File: config.mk
export PLATFORM = sky130hd
export DESIGN_NAME = field_match_scan
export DESIGN_NICKNAME = d
export VERILOG_FILES = /design/src/rtl/field_match_scan.sv
export SDC_FILE = /design/constraint.sdc
export NUM_CORES = 1
export LEC_CHECK = 0
export CORE_AREA = 3 3 110 91
export DETAILED_ROUTE_END_ITERATION = 8
export DIE_AREA = 0 0 113 94
export PLACE_DENSITY = 0.83
export SYNTH_ARGS = -nofsm -noshare
export SYNTH_HDL_FRONTEND = slang
export SYNTH_SLANG_ARGS = --single-unit
File: constraint.sdc
create_clock -name clk -period 4.9 [get_ports clk]
set_input_delay 0.98 -clock clk [delete_from_list [all_inputs] [get_ports clk]]
set_output_delay 0.98 -clock clk [all_outputs]
set_load 0.1 [all_outputs]
File: src/rtl/field_match_scan.sv
// Two-stage valid/ready field scanner: splits each word into FIELD_W-bit fields, masks and
// compares them, then reports per-beat match statistics plus burst-wide accumulators.
module field_match_scan #(
  parameter int unsigned WIDTH   = 32,
  parameter int unsigned FIELD_W = 4,
  parameter int unsigned CNT_W   = 16,
  localparam int unsigned NF     = WIDTH / FIELD_W,
  localparam int unsigned CW     = $clog2(NF + 1),
  localparam int unsigned IW     = $clog2(NF)
) (
  input  logic               clk,
  input  logic               reset,
  input  logic               in_valid,
  output logic               in_ready,
  input  logic [WIDTH-1:0]   in_data,
  input  logic               in_last,
  input  logic [FIELD_W-1:0] pattern,
  input  logic [FIELD_W-1:0] mask,
  input  logic               invert,
  output logic               out_valid,
  input  logic               out_ready,
  output logic [NF-1:0]      out_mask,
  output logic               out_zero,
  output logic [CW-1:0]      out_count,
  output logic [IW-1:0]      out_first,
  output logic               out_last,
  output logic [CNT_W-1:0]   acc_count,
  output logic [CNT_W-1:0]   acc_word,
  output logic               acc_hit
);

  logic en;

  // Stage S1 state
  logic          s1_valid_q, s1_valid_d;
  logic [NF-1:0] s1_match_q, s1_match_d;
  logic          s1_last_q, s1_last_d;

  // Stage S2 / output state
  logic             out_valid_q, out_valid_d;
  logic [NF-1:0]    out_mask_q, out_mask_d;
  logic             out_zero_q, out_zero_d;
  logic [CW-1:0]    out_count_q, out_count_d;
  logic [IW-1:0]    out_first_q, out_first_d;
  logic             out_last_q, out_last_d;

  // Burst state
  logic             start_q, start_d;
  logic [CNT_W-1:0] beat_q, beat_d;
  logic [CNT_W-1:0] acc_count_q, acc_count_d;
  logic [CNT_W-1:0] acc_word_q, acc_word_d;
  logic             acc_hit_q, acc_hit_d;

  logic [NF-1:0]    match_vec;
  logic [CW-1:0]    pop;
  logic [IW-1:0]    first_idx;
  logic [CNT_W:0]   acc_sum;

  assign en       = !out_valid_q || out_ready;
  assign in_ready = en;

  always_comb begin
    match_vec = '0;
    for (int i = 0; i < int'(NF); i++) begin
      match_vec[i] = ((in_data[i*FIELD_W +: FIELD_W] & mask) == pattern) ^ invert;
    end
  end

  always_comb begin
    s1_valid_d = s1_valid_q;
    s1_match_d = s1_match_q;
    s1_last_d  = s1_last_q;
    if (en) begin
      s1_valid_d = in_valid;
      s1_match_d = match_vec;
      s1_last_d  = in_last;
    end
  end

  // Popcount and LSB-first priority encode of the S1 match vector.
  always_comb begin
    pop       = '0;
    first_idx = '0;
    for (int i = 0; i < int'(NF); i++) begin
      pop = pop + CW'(s1_match_q[i]);
    end
    for (int i = int'(NF) - 1; i >= 0; i--) begin
      if (s1_match_q[i]) first_idx = IW'(i);
    end
  end

  assign acc_sum = {1'b0, acc_count_q} + (CNT_W + 1)'(pop);

  always_comb begin
    out_valid_d = out_valid_q;
    out_mask_d  = out_mask_q;
    out_zero_d  = out_zero_q;
    out_count_d = out_count_q;
    out_first_d = out_first_q;
    out_last_d  = out_last_q;
    start_d     = start_q;
    beat_d      = beat_q;
    acc_count_d = acc_count_q;
    acc_word_d  = acc_word_q;
    acc_hit_d   = acc_hit_q;
    if (en) begin
      out_valid_d = s1_valid_q;
      // Bubbles only drop out_valid; everything else keeps the last beat's values.
      if (s1_valid_q) begin
        out_mask_d  = s1_match_q;
        out_zero_d  = (s1_match_q == '0);
        out_count_d = pop;
        out_first_d = first_idx;
        out_last_d  = s1_last_q;
        start_d     = s1_last_q;
        if (start_q) begin
          acc_count_d = CNT_W'(pop);
          beat_d      = '0;
          acc_hit_d   = (s1_match_q != '0);
          acc_word_d  = '0;
        end else begin
          acc_count_d = acc_sum[CNT_W] ? '1 : acc_sum[CNT_W-1:0];
          beat_d      = (beat_q == '1) ? beat_q : beat_q + CNT_W'(1);
          if (!acc_hit_q && (s1_match_q != '0)) begin
            acc_hit_d  = 1'b1;
            acc_word_d = beat_d;
          end
        end
      end
    end
  end

  always_ff @(posedge clk or posedge reset) begin
    if (reset) begin
      s1_valid_q  <= 1'b0;
      s1_match_q  <= '0;
      s1_last_q   <= 1'b0;
      out_valid_q <= 1'b0;
      out_mask_q  <= '0;
      out_zero_q  <= 1'b0;
      out_count_q <= '0;
      out_first_q <= '0;
      out_last_q  <= 1'b0;
      start_q     <= 1'b1;
      beat_q      <= '0;
      acc_count_q <= '0;
      acc_word_q  <= '0;
      acc_hit_q   <= 1'b0;
    end else begin
      s1_valid_q  <= s1_valid_d;
      s1_match_q  <= s1_match_d;
      s1_last_q   <= s1_last_d;
      out_valid_q <= out_valid_d;
      out_mask_q  <= out_mask_d;
      out_zero_q  <= out_zero_d;
      out_count_q <= out_count_d;
      out_first_q <= out_first_d;
      out_last_q  <= out_last_d;
      start_q     <= start_d;
      beat_q      <= beat_d;
      acc_count_q <= acc_count_d;
      acc_word_q  <= acc_word_d;
      acc_hit_q   <= acc_hit_d;
    end
  end

  assign out_valid = out_valid_q;
  assign out_mask  = out_mask_q;
  assign out_zero  = out_zero_q;
  assign out_count = out_count_q;
  assign out_first = out_first_q;
  assign out_last  = out_last_q;
  assign acc_count = acc_count_q;
  assign acc_word  = acc_word_q;
  assign acc_hit   = acc_hit_q;

endmodule

==> results of run 1 <==
==> through the flow <==
| step | setup slack [ns] | power (µW) | utilization [%] | hold slack [ns] |
|---|---|---|---|---|
| after floorplan | 0.662 | 2220 | - | 0.448 |
| after global placement | 0.487 | 2590 | 62.6 | 0.460 |
| after detailed placement | 0.294 | 2650 | 62.6 | 0.464 |
| after CTS | 0.215 | 3360 | 66.0 | 0.478 |
| after global routing | 0.0123 | 3530 | 66.1 | 0.506 |
| final | 0.300 | 3360 | 66.1 | 0.474 |
==> placed cells by master, fill, tap and decap left out, types with 9 or more instances in the layout <==
master           synthesis  layout
nor4_1                  13      13
dfrtp_1                 77      77
o21ai_0                 30      30
a31oi_1                 10      10
clkbuf_16                0       9
a21oi_1                 39      39
nand3_1                 14      14
inv_1                   26      25
nor2_1                  28      28
clkdlybuf4s50_1          0      96
nand2_1                 79      79
xnor2_1                 47      47
a22o_1                   9       9
ha_1                     9       9
==> metal layers <==
layer,GRT usage [%],part of all wire (%),wire length [µm]
met1,30.8,43,5200
met2,36.9,48,5790
met3,5.73,6.6,793
met4,7.11,1.9,234
met5,0,0,0
==> worst register-to-register path: stages, from the launching register on <==
cell and delay (ns):
dfrtp_1 0.44, fa_1 0.56, inv_1 0.05, fa_1 0.45, fa_1 0.51, inv_1 0.05
ha_1 0.21, fa_1 0.39, xnor2_1 0.23, inv_1 0.08, ha_1 0.34, nor2b_1 0.18
o21ai_2 0.14, a2111oi_1 0.53, and4b_1 0.27, nor3_1 0.05
==> Yosys cell counts, types with 9 or more instances <==
cell type	number
nand2_1	79
a31oi_1	10
nor4_1	13
o21ai_0	30
dfrtp_1	77
xnor2_1	47
a22o_1	9
ha_1	9
clkbuf_1	19
nand3_1	14
a21oi_1	39
inv_1	26
nor2_1	28
==> power by group <==
part / leakage (µW) / internal [µW] / switching [µW]
logic: 0.00131 / 533 / 1240
clock network: 0.000144 / 421 / 267
registers: 0.00101 / 771 / 135
==> worst max-delay path by stage <==
stage	start	depth (start not counted)	endpoint
after detailed placement	s1_match_q[0]$_DFFE_PP0N_	15	acc_count[2]$_DFFE_PP0P_
after global routing	s1_match_q[0]$_DFFE_PP0N_	15	acc_count[14]$_DFFE_PP0P_
after global placement	s1_match_q[0]$_DFFE_PP0N_	14	acc_count[14]$_DFFE_PP0P_
after floorplan	s1_match_q[0]$_DFFE_PP0N_	14	acc_count[14]$_DFFE_PP0P_
final	s1_match_q[0]$_DFFE_PP0N_	15	acc_count[14]$_DFFE_PP0P_
after CTS	s1_match_q[0]$_DFFE_PP0N_	15	acc_count[14]$_DFFE_PP0P_
==> registers in the layout, summed over array words and instances, names as in the netlist, 3 cells and up <==
register	count
acc_word	16
out_first	3
beat_q	16
out_count	4
out_mask	8
acc_count	16
s1_match_q	8
==> final cells by class <==
| type | instances | area [µm²] | share of cell area [%] |
|---|---|---|---|
| clock inverter | 5 | 57.6 | 0.968 |
| multi-input combinational | 376 | 2440 | 41.0 |
| sequential | 78 | 1950 | 32.8 |
| tap | 115 | 144 | 2.42 |
| clock buffer | 11 | 253 | 4.25 |
| timing repair buffer | 101 | 998 | 16.8 |
| inverter | 27 | 101 | 1.70 |
==> cells by family (layout without fill, tap and decap cells) <==
kind of cell / count (synthesis) / count (layout) / synth area share [%]
DFF: 78 / 78 / 42.4
buffers and inverters: 56 / 144 / 4.80
adders and majority gates: 14 / 14 / 4.61
muxes: 5 / 5 / 1.22
and+or+nand+nor: 174 / 174 / 18.8
AOI/OAI and AO/OA: 133 / 133 / 18.7
xor gates and xnor gates: 50 / 50 / 9.50
==> flow_summary.ini, run 1 <==
[status]
status = finished, final reports clean

[synth]
ys_warn_count = 0
ys.flop_type = dfrtp_1
syn_inst = 510
yosys.area.top_type = dfrtp_1
synth_edf_count = 0
synth_top_cells_by_area = dfrtp_1 (42%), xnor2_1 (8.9%), nand2_1 (6.4%)
syn_nets = 570
synth-seq-cells = 78
async_reset_ff_share_pct = 100
synth.distinct_cells = 65
synth_top_area_share_pct = 41.8
syn_area_um2 = 4610
postSynthAreaPerCell_um2 = 9.04
ys_seq_area_share_pct = 42.4

[setup_path]
critPathCaptureType = flip-flop
crit_path_max_fanout = 7
cp_top_family = adder cells
r2r_slack_ns = 0.30
critical_path_buf_inv_count = 3
cpMostUsedCell = fa_1
worst-setup-path-type = flip-flop to flip-flop
rr_startpoint = s1_match_q[0]$_DFFE_PP0N_
crit_path_start_kind = flip-flop
crit_arrival_ns = 4.82
required_ns = 5.12
ff2ff_path_depth = 15
crit_chain = fa_1 -> inv_1 -> fa_1 -> fa_1 -> inv_1 -> ha_1 -> fa_1 -> xnor2_1 -> inv_1 -> ha_1 -> nor2b_1 -> o21ai_2 -> a2111oi_1 -> and4b_1 -> nor3_1
worst_path_largest_cell_delay_ns = 0.56
cp_slowest_cell = fa_1
r2r-end = acc_count[14]$_DFFE_PP0P_

[clocking]
cts-buffers-inserted = 9
cts_resized = 0
cts_max_path_buffers = 2
insertion_delay_ns = 0.34
cts_tree = done
cts.root.buffer_cell = clkbuf_16
clock-sinks = 78
postCtsHoldBufs = 0
postCtsSetupBuffers = 0
htreeDepth = 3
path_clk_slew_ns = 0.06

[die]
core.rowCount = 31
fp.dieW_um = 113
initial_core_util_pct = 51.2
dieHeight_um = 94
core_area_um2 = 9000
pin_count = 98
die-area_um2 = 10600

[final_layout]
nFillCells = 718
drive_gt1_share_pct = 7.69
area_growth_pct = 29.0
instances_no_fill = 713
antenna-diode-count = 0
layout.nets = 653
final_area_um2 = 5950

[timing]
min_period_ns = 4.60
final.setup.tns_ns = 0
clock.fmax_ghz = 0.217
final_max_slew_viol_count = 0
maxSlewHeadroom_pct = 30.6
rsz0062_at_grt = no
final-hold-violation-count = 0
fin_skew_ns = 0.00374
fin_crit_sh_pct = 93.9
worst_pin_slew_ns = 1.04
finalSetupViolations = 0

[placement]
place_inst = 697
port_buffers = 97
place_hpwl_um = 8690
gp_congestion = 0.870
place_area_um2 = 5630

[route]
viasPerCell = 5.83
wl_per_cell_um = 16.8
final_antenna_net_count = 0
drc_errors = 0
dr.pass1.iters = 5
drt_iter0_drc = 312
vias = 4160
finalWirelength_um = 12000

[global_routing]
grt_antenna_before_repair = 0
grt_first_pass_wirelength_um = 19700
grt_overflow = 0
grt.total_usage_pct = 23.0
grt_max_degree = 57
grt_pass1_vias = 4008

[power]
leakage_uw = 0.00247
power.density_nw_per_um2 = 566
ir_drop_mv = 0.429

[worst_hold_path]
worstHoldPathType = flip-flop to flip-flop
hold_depth = 2
holdCritStartpoint = acc_word[6]$_DFFE_PP0P_
min_to = acc_word[6]$_DFFE_PP0P_

[job]
maxCapViolations = 0
(Power assumes the default switching activity.)
==> run 2, diff against run 1 <==
- CORE_AREA: 3 3 110 91 -> 3 3 119 98
- DIE_AREA: 0 0 113 94 -> 0 0 122 101
- PLACE_DENSITY: 0.83 -> 0.73
- SKIP_CTS_REPAIR_TIMING: not set -> 1
==> run 2 against run 1 <==
Sequential power grew 0.7%. Largest cell class unchanged. Die area grew 16%. Global-route usage shrank 3.3 points. Final cell count grew 4.2%. Combinational power is essentially flat. Highest routed layer unchanged.
==> flow_summary.ini, run 2 (same netlist as run 1, synthesis figures left out) <==
[status]
status = finished, final reports clean

[global_routing]
grt_overflow = 0
grt_antenna_before_repair = 0
grt_max_degree = 56
grt_pass1_vias = 4043
grt.total_usage_pct = 19.6
grt_first_pass_wirelength_um = 19400

[final_layout]
area_growth_pct = 30.1
mostFrequentLayoutCell = clkdlybuf4s50_1
drive_gt1_share_pct = 7.68
antenna-diode-count = 0
seq_area_um2 = 1950
layout.nets = 654
multiInputGateArea_um2 = 2440
instances_no_fill = 743
nFillCells = 945
layout_common_cells = clkdlybuf4s50_1 (96), nand2_1 (79), dfrtp_1 (77)

[placement]
gp_congestion = 0.931
place_inst = 727
pre_cts_slack_ns = 0.214
place_hpwl_um = 8700
port_buffers = 97

[route]
dr.pass1.iters = 4
final_antenna_net_count = 0
drc_errors = 0
drt_iter0_drc = 358
viasPerCell = 5.42
finalWirelength_um = 11600
vias = 4028
wl_per_cell_um = 15.6

[timing]
final_max_slew_viol_count = 0
fin_skew_ns = 0.00616
min_period_ns = 4.64
clock.fmax_ghz = 0.216
final.setup.worst_slack_ns = 0.261
final-hold-violation-count = 0
final.setup.tns_ns = 0
worst_pin_slew_ns = 0.991
fin_crit_sh_pct = 94.7
finalSetupViolations = 0
rsz0062_at_grt = no
maxSlewHeadroom_pct = 33.7

[power]
ir_drop_mv = 0.473
power_uw = 3360
leakage_uw = 0.00248
power.density_nw_per_um2 = 560

[job]
maxCapViolations = 0

[clocking]
cts_max_path_buffers = 2
cts-buffers-inserted = 9
path_clk_slew_ns = 0.06
insertion_delay_ns = 0.34
clock-sinks = 78
htreeDepth = 3
cts.root.buffer_cell = clkbuf_16
cts_tree = done

[setup_path]
critPathCaptureType = flip-flop
cp_top_family = adder cells
critical_path_buf_inv_count = 3
crit_arrival_ns = 4.85
crit_chain = fa_1 -> inv_1 -> fa_1 -> fa_1 -> inv_1 -> ha_1 -> fa_1 -> xnor2_1 -> inv_1 -> ha_1 -> nor2b_1 -> o21ai_2 -> a2111oi_1 -> and4b_1 -> nor3_1
required_ns = 5.11
worst_path_largest_cell_delay_ns = 0.57
cpMostUsedCell = fa_1
crit_path_start_kind = flip-flop
crit_path_max_fanout = 7
r2r_slack_ns = 0.26
worst-setup-path-type = flip-flop to flip-flop
cp_slowest_cell = fa_1

[die]
core.rowCount = 34
core_area_um2 = 10700
initial_core_util_pct = 43.2
pin_count = 98
dieHeight_um = 101
fp.dieW_um = 122
die-area_um2 = 12300

[worst_hold_path]
worstHoldPathType = flip-flop to flip-flop
[run 2: tightest hold or removal path, cell delays in order (launching register included)]
cell     delay [ns]
dfrtp_1        0.34
nand2_1        0.05
o31ai_1        0.05
[run 2: path summary, 6_finish.rpt]
check / startpoint / depth (start not counted) / endpoint
min in group asynchronous: reset / 2 / beat_q[6]$_DFFE_PP0P_
max in group asynchronous: reset / 3 / acc_count[9]$_DFFE_PP0P_
max reg2reg: s1_match_q[0]$_DFFE_PP0N_ / 15 / acc_count[14]$_DFFE_PP0P_
min reg2reg: acc_word[15]$_DFFE_PP0P_ / 2 / acc_word[15]$_DFFE_PP0P_
max: s1_match_q[0]$_DFFE_PP0N_ / 15 / acc_count[14]$_DFFE_PP0P_
min: acc_word[15]$_DFFE_PP0P_ / 2 / acc_word[15]$_DFFE_PP0P_
[run 2: through the flow]
stage / area (µm²) / hold slack, ns / utilization [%]
finish: 6000 / 0.477 / 56.2
CTS: 5990 / 0.483 / 56.1
floorplan: 4610 / 0.448 / -
global route: 6000 / 0.505 / 56.2
global placement: 5680 / 0.461 / 53.2
detailed placement: 5680 / 0.468 / 53.2
[run 2: cell type report]
type                    instances  share of cell area (%)
well taps                     144                    3.01
flip-flops and latches         78                    32.6
clock inverters                 6                    1.44
repair buffers                102                    16.8
multi-input cells             376                    40.7
clock buffers                  10                    3.82
inverters                      27                    1.69
[run 2: report_power, final]
| group | leakage (µW) | total (µW) | switching, µW | internal (µW) |
|---|---|---|---|---|
| Sequential | 0.00101 | 912 | 141 | 771 |
| Combinational | 0.00132 | 1740 | 1220 | 528 |
| Clock | 0.000152 | 703 | 258 | 445 |
| Total | 0.00248 | 3360 | 1620 | 1740 |
[run 2: per-layer routing]
layer	track usage [%]	share of wire [%]	routed length, µm
met5	0	0	0
met3	5.33	4.8	552
met1	26.1	47	5410
met2	32.0	47	5440
met4	4.91	1.5	174
